File: src/rtl/runner_engine.sv
// runner_engine: game engine for the segment-runner display game.
// Obstacles scroll toward the player column (column 0) once per game tick; the player dodges
// by changing lane. Obstacles come from a 16-bit Galois LFSR, and placement keeps every
// column to at most one obstacle with an empty column between obstacles, so the track is
// always passable. The tick period shrinks with the level.
//
// Ports:
//   Clk         system clock, rising edge
//   Rst         asynchronous active-low reset
//   Enable      player logged in; low forces IDLE
//   BtGame      one-cycle pulse: start / pause / resume / acknowledge
//   BtUp/BtDown one-cycle lane-move pulses
//   Seed        LFSR seed, sampled on game start (0 selects 16'hACE1)
//   Track       obstacle map, bit [l*TRACK_LEN+c] = lane l, column c
//   PlayerLane  current lane
//   GameState   0 IDLE, 1 RUN, 2 OVER, 3 PAUSE
//   GameTick    one-cycle pulse per track advance
//   Score       saturating tick count of the current game
//   Level       current speed level
//   GameOver    one-cycle pulse on entry to OVER
module runner_engine #(
    parameter int LANES       = 2,
    parameter int TRACK_LEN   = 6,
    parameter int TICK_DIV    = 25000000,
    parameter int SPEEDUP_PTS = 10,
    parameter int MAX_LEVEL   = 7,
    parameter int SCORE_W     = 14,
    localparam int laneW      = (LANES > 2) ? $clog2(LANES) : 1
) (
    input  logic                       Clk,
    input  logic                       Rst,
    input  logic                       Enable,
    input  logic                       BtGame,
    input  logic                       BtUp,
    input  logic                       BtDown,
    input  logic [15:0]                Seed,
    output logic [LANES*TRACK_LEN-1:0] Track,
    output logic [laneW-1:0]           PlayerLane,
    output logic [1:0]                 GameState,
    output logic                       GameTick,
    output logic [SCORE_W-1:0]         Score,
    output logic [3:0]                 Level,
    output logic                       GameOver
);

    localparam int cntW   = $clog2(TICK_DIV);
    localparam int ptsW   = (SPEEDUP_PTS > 1) ? $clog2(SPEEDUP_PTS) : 1;
    localparam int trackW = LANES * TRACK_LEN;

    typedef enum logic [1:0] {
        StIdle  = 2'd0,
        StRun   = 2'd1,
        StOver  = 2'd2,
        StPause = 2'd3
    } gameStateT;

    gameStateT          stateQ, stateD;
    logic [trackW-1:0]  trackQ, trackD;
    logic [laneW-1:0]   laneQ, laneD;
    logic [SCORE_W-1:0] scoreQ, scoreD;
    logic [3:0]         levelQ, levelD;
    logic [cntW-1:0]    cntQ, cntD;
    logic [ptsW-1:0]    ptsQ, ptsD;
    logic [15:0]        lfsrQ, lfsrD;
    logic               tickQ, tickD;
    logic               overQ, overD;

    logic [15:0]        lfsrStep;
    logic [31:0]        periodM1;
    logic [31:0]        obsLane;
    logic               tickHit;
    logic               collide;
    logic               topBusy;
    logic               placeObs;

    function automatic logic [15:0] lfsrNext(input logic [15:0] v);
        lfsrNext = {1'b0, v[15:1]} ^ (v[0] ? 16'hB400 : 16'h0000);
    endfunction

    always_ff @(posedge Clk or negedge Rst) begin
        if (!Rst) begin
            stateQ <= StIdle;
            trackQ <= '0;
            laneQ  <= '0;
            scoreQ <= '0;
            levelQ <= '0;
            cntQ   <= '0;
            ptsQ   <= '0;
            lfsrQ  <= 16'hACE1;
            tickQ  <= 1'b0;
            overQ  <= 1'b0;
        end else begin
            stateQ <= stateD;
            trackQ <= trackD;
            laneQ  <= laneD;
            scoreQ <= scoreD;
            levelQ <= levelD;
            cntQ   <= cntD;
            ptsQ   <= ptsD;
            lfsrQ  <= lfsrD;
            tickQ  <= tickD;
            overQ  <= overD;
        end
    end

    always_comb begin
        stateD   = stateQ;
        trackD   = trackQ;
        laneD    = laneQ;
        scoreD   = scoreQ;
        levelD   = levelQ;
        cntD     = cntQ;
        ptsD     = ptsQ;
        lfsrD    = lfsrQ;
        tickD    = 1'b0;
        overD    = 1'b0;
        collide  = 1'b0;
        topBusy  = 1'b0;

        lfsrStep = lfsrNext(lfsrQ);
        // A level bump mid-count shortens the period at once; >= avoids a wrap-around wait.
        periodM1 = 32'(TICK_DIV) - 32'(levelQ) * 32'(TICK_DIV / 16) - 32'd1;
        tickHit  = (32'(cntQ) >= periodM1);
        obsLane  = 32'(lfsrStep[7:4]) % 32'(LANES);

        for (int l = 0; l < LANES; l++) begin
            if (trackQ[l*TRACK_LEN] && (32'(laneQ) == 32'(l))) collide = 1'b1;
            if (trackQ[l*TRACK_LEN + TRACK_LEN - 1]) topBusy = 1'b1;
        end
        // An occupied old top column becomes the new second-to-last one: keep a gap.
        placeObs = (lfsrStep[1:0] == 2'b00) && !topBusy;

        unique case (stateQ)
            StIdle: begin
                if (BtGame) begin
                    stateD = StRun;
                    lfsrD  = (Seed == 16'h0000) ? 16'hACE1 : Seed;
                end
            end
            StRun: begin
                if (collide) begin
                    stateD = StOver;
                end else if (BtGame) begin
                    stateD = StPause;
                end else begin
                    if (BtUp && !BtDown && (32'(laneQ) < 32'(LANES - 1))) begin
                        laneD = laneQ + laneW'(1);
                    end else if (BtDown && !BtUp && (laneQ != '0)) begin
                        laneD = laneQ - laneW'(1);
                    end

                    if (tickHit) begin
                        cntD  = '0;
                        tickD = 1'b1;
                        lfsrD = lfsrStep;
                        for (int l = 0; l < LANES; l++) begin
                            for (int c = 0; c < TRACK_LEN - 1; c++) begin
                                trackD[l*TRACK_LEN + c] = trackQ[l*TRACK_LEN + c + 1];
                            end
                            trackD[l*TRACK_LEN + TRACK_LEN - 1] = placeObs && (obsLane == 32'(l));
                        end
                        if (scoreQ != {SCORE_W{1'b1}}) scoreD = scoreQ + SCORE_W'(1);
                        if (32'(ptsQ) == 32'(SPEEDUP_PTS - 1)) begin
                            ptsD = '0;
                            if (levelQ < 4'(MAX_LEVEL)) levelD = levelQ + 4'd1;
                        end else begin
                            ptsD = ptsQ + ptsW'(1);
                        end
                    end else begin
                        cntD = cntQ + cntW'(1);
                    end
                end
            end
            StPause: begin
                if (BtGame) stateD = StRun;
            end
            StOver: begin
                if (BtGame) stateD = StIdle;
            end
        endcase

        if (!Enable) stateD = StIdle;

        // Every path into IDLE (acknowledge or logout) clears the play state.
        if (stateD == StIdle) begin
            trackD = '0;
            laneD  = '0;
            scoreD = '0;
            levelD = '0;
            cntD   = '0;
            ptsD   = '0;
            tickD  = 1'b0;
        end

        overD = (stateD == StOver) && (stateQ != StOver);
    end

    assign Track      = trackQ;
    assign PlayerLane = laneQ;
    assign GameState  = stateQ;
    assign GameTick   = tickQ;
    assign Score      = scoreQ;
    assign Level      = levelQ;
    assign GameOver   = overQ;

endmodule
File: config.mk
export PLATFORM = sky130hd
export DESIGN_NAME = runner_engine
export DESIGN_NICKNAME = d
export VERILOG_FILES = /design/src/rtl/runner_engine.sv
export SDC_FILE = /design/constraint.sdc
export NUM_CORES = 1
export LEC_CHECK = 0
export CORE_ASPECT_RATIO = 1.5
export CORE_MARGIN = 4
export CORE_UTILIZATION = 35
export DETAILED_ROUTE_END_ITERATION = 7
export PLACE_DENSITY = 0.57
export SKIP_LAST_GASP = 1
export SLEW_MARGIN = 20
export SYNTH_ARGS = -nofsm -noshare
export SYNTH_HDL_FRONTEND = slang
export SYNTH_SLANG_ARGS = --single-unit
File: constraint.sdc
create_clock -name Clk -period 7.8 [get_ports Clk]
set_input_delay 0.78 -clock Clk [delete_from_list [all_inputs] [get_ports Clk]]
set_output_delay 0.78 -clock Clk [all_outputs]
set_load 0.05 [all_outputs]
==> results.yml <==
outcome:
  outcome: "finished, final reports clean"
worst_setup_path:
  startpoint: "Level[1]"
  end_kind: "flop"
  cp.required_ps: 8030
  reg2reg_slack_ps: 670
  crit_type: "flop to flop"
  r2r_cells: 24
  path_max_fanout: 9
  startpoint_type: "flop"
  cp_data_arrival_time_ps: 7360
  reg2reg_from: "Level[1]"
power:
  leakage_nw: 3.610
  peakVddDrop_mv: 0.07657
  p_total_mw: 1.081
  power_density_nw_per_um2: 139.9
cells_and_area:
  diodes: 0
  multi_input_area_um2: 4333
  seq_area_um2: 2012
  final_cell_mix: "dfrtp_1 (72), nor2_1 (63), clkdlybuf4s50_1 (55)"
  syn2layout_area_growth_pct: 16.92
  final_common_cell: "dfrtp_1"
  nets: 861
  drive_above_1_share_pct: 11.51
  stdcell_area_um2: 7731
  fillers: 1880
global_routing:
  grt_pass1_vias: 5521
  antenna_found_initial: 0
  grt_max_degree: 78
  overflow: 0
  grt_pass1_wl_um: 27860
  grt.total_usage_pct: 16.11
synth:
  synth_edf_count: 0
  syn_inst: 721
  ys_types: 79
  synthArstFlopShare_pct: 100.0
  synthTopCellsByArea: "dfrtp_1 (27%), ha_1 (10%), xnor2_1 (4.1%)"
  ys_ff_latch: 80
  synthFlopType: "dfrtp_1"
  synthesis.nets: 805
  syn_avg_cell_area_um2: 9.171
  syn_area_um2: 6613
  yosys.area.top_type: "dfrtp_1"
  yosysSeqAreaShare_pct: 30.43
  ys_warn_count: 0
  synth_top_area_share_pct: 27.25
timing:
  fin_hold_ws_ps: 230.7
  final-max-slew-violation-count: 0
  grt_setup_unrepaired: "no"
  fmax_mhz: 140.3
  hold_viol: 0
  setup_violations: 0
  fin_skew_ps: 11.15
  fin_tns_setup_ps: 0
  maxSlewHeadroom_pct: 38.91
  finalCritPeriodShare_pct: 91.36
  worst_slew_pin_slew_ps: 909.3
  period_needed_ps: 7126
clock_tree:
  numCtsBuffers: 9
  clockBufferDepth: 2
  clock_latency_ps: 350
  path_clk_slew_ps: 70
  cts_tree: "built"
  cts_htree_levels: 3
  root_buffer: "clkbuf_16"
  ctsHoldBuffers: 0
  cts.sinks: 80
floorplanning:
  ios: 57
  coreArea_um2: 18550
  start_util_pct: 35.65
  die_y_um: 176.3
  die-area_um2: 21200
  die_x_um: 120.2
  num_rows: 61
detailed_routing:
  ant_nets: 0
  via_per_inst: 5.329
  post_drt_wl_per_cell_um: 16.15
  drt_first_pass_iters: 4
  wl_um: 16690
  vias: 5510
  drc: 0
  drt_iter0_drc: 265
job:
  max_cap_violations: 0
place:
  hpwl_um: 13010
  dpl_cell_area_um2: 7433
  gp_congestion: 0.9351
  io_buffers: 56
worst_hold_path:
  hold_class: "input port to async pin"
[worst paths after layout]
kind / end
max: lfsrQ[8]
min: cntQ[13]
max reg2reg: lfsrQ[8]
min reg2reg: lfsrQ[7]
min in group Clk: lfsrQ[7]
max in group asynchronous: Level[1]
[layout make-up]
| class | instances | area share (%) |
|---|---|---|
| Clock buffer | 11 | 3.140 |
| Tap cell | 252 | 4.078 |
| Timing Repair Buffer | 70 | 8.626 |
| Clock inverter | 5 | 0.5341 |
| Multi-Input combinational cell | 584 | 56.04 |
| Sequential cell | 80 | 26.02 |
| Inverter | 32 | 1.554 |
[synthesized netlist by cell type, types with 7 or more instances]
| master | count |
|---|---|
| ha_1 | 54 |
| xor2_1 | 16 |
| o22ai_1 | 8 |
| dfstp_2 | 8 |
| fa_1 | 8 |
| mux2_2 | 16 |
| and3_1 | 28 |
| clkbuf_1 | 12 |
| nor3_1 | 12 |
| mux2_4 | 7 |
| nor4_1 | 9 |
| a21o_1 | 17 |
| xnor2_1 | 31 |
| dfrtp_1 | 72 |
| nand2_1 | 46 |
| a22o_1 | 27 |
| o21ai_0 | 39 |
| nor2b_1 | 17 |
| nand4_1 | 13 |
| nor2_1 | 63 |
| a21oi_1 | 40 |
| inv_1 | 31 |
| nand3_1 | 24 |
| mux2i_1 | 13 |
[registers in the layout, summed over array words and instances (netlist names), 2 cells and up]
| signal | cells |
|---|---|
| lfsrQ | 16 |
| ptsQ | 4 |
| Score | 14 |
| GameState | 2 |
| cntQ | 25 |
| Level | 4 |
| Track | 12 |
[power by group]
part / internal (mW) / total [mW] / switching [mW]
combinational: 0.0878 / 0.187 / 0.0994
clock: 0.227 / 0.403 / 0.176
sequential: 0.464 / 0.491 / 0.0274
total: 0.778 / 1.08 / 0.303
[routing by layer]
metal  share of wire, %  routed length (um)  track usage (%)
met1                 43                7166            19.64
met2                 53                8819            29.23
met3                2.3                 379            2.212
met4                2.0                 329            5.057
met5                  0                   0                0
[worst max-delay path: stages, from the launching register on]
cell and delay [ps]:
dfrtp_1 460, fa_1 660, inv_1 80, fa_1 560, inv_1 80, ha_1 300, a211oi_2 410, o21ai_2 160
a211oi_2 450, o21ai_0 250, xnor2_1 360, a21oi_1 110, and4_1 230, o211a_1 350, a211oi_1 310, xor2_1 110
ha_1 320, nand4_1 90, a2111oi_0 370, a221o_1 280, o21ai_4 110, a21oi_4 240, a32oi_4 150, buf_4 250
mux2_4 300
[stage by stage]
stage	setup WS (ps)	std cells	util (%)
global route	142.1	1034	41.69
global placement	488.7	1017	40.08
floorplan	983.4	721	-
finish	673.9	1034	41.69
CTS	364.5	1033	41.61
detailed placement	392.1	1017	40.08
[repair_timing]
item / 4_1_cts / 5_1_grt
endpoints found under the setup margin: 0 / 17
setup buffers: 0 / 1
resized for setup: 0 / 1
[kinds of logic after synthesis]
| kind of cell | after synthesis | synth area share, % |
|---|---|---|
| AND/OR/NAND/NOR | 242 | 18.77 |
| AO/OA/AOI/OAI | 196 | 21.23 |
| flip-flops | 80 | 30.43 |
| adder cells (fa/ha/maj) | 62 | 12.64 |
| buffers and inverters | 57 | 4.087 |
| XOR/XNOR | 48 | 6.566 |
| multiplexers | 36 | 6.282 |
No activity file was read; power rests on OpenSTA's default activity.
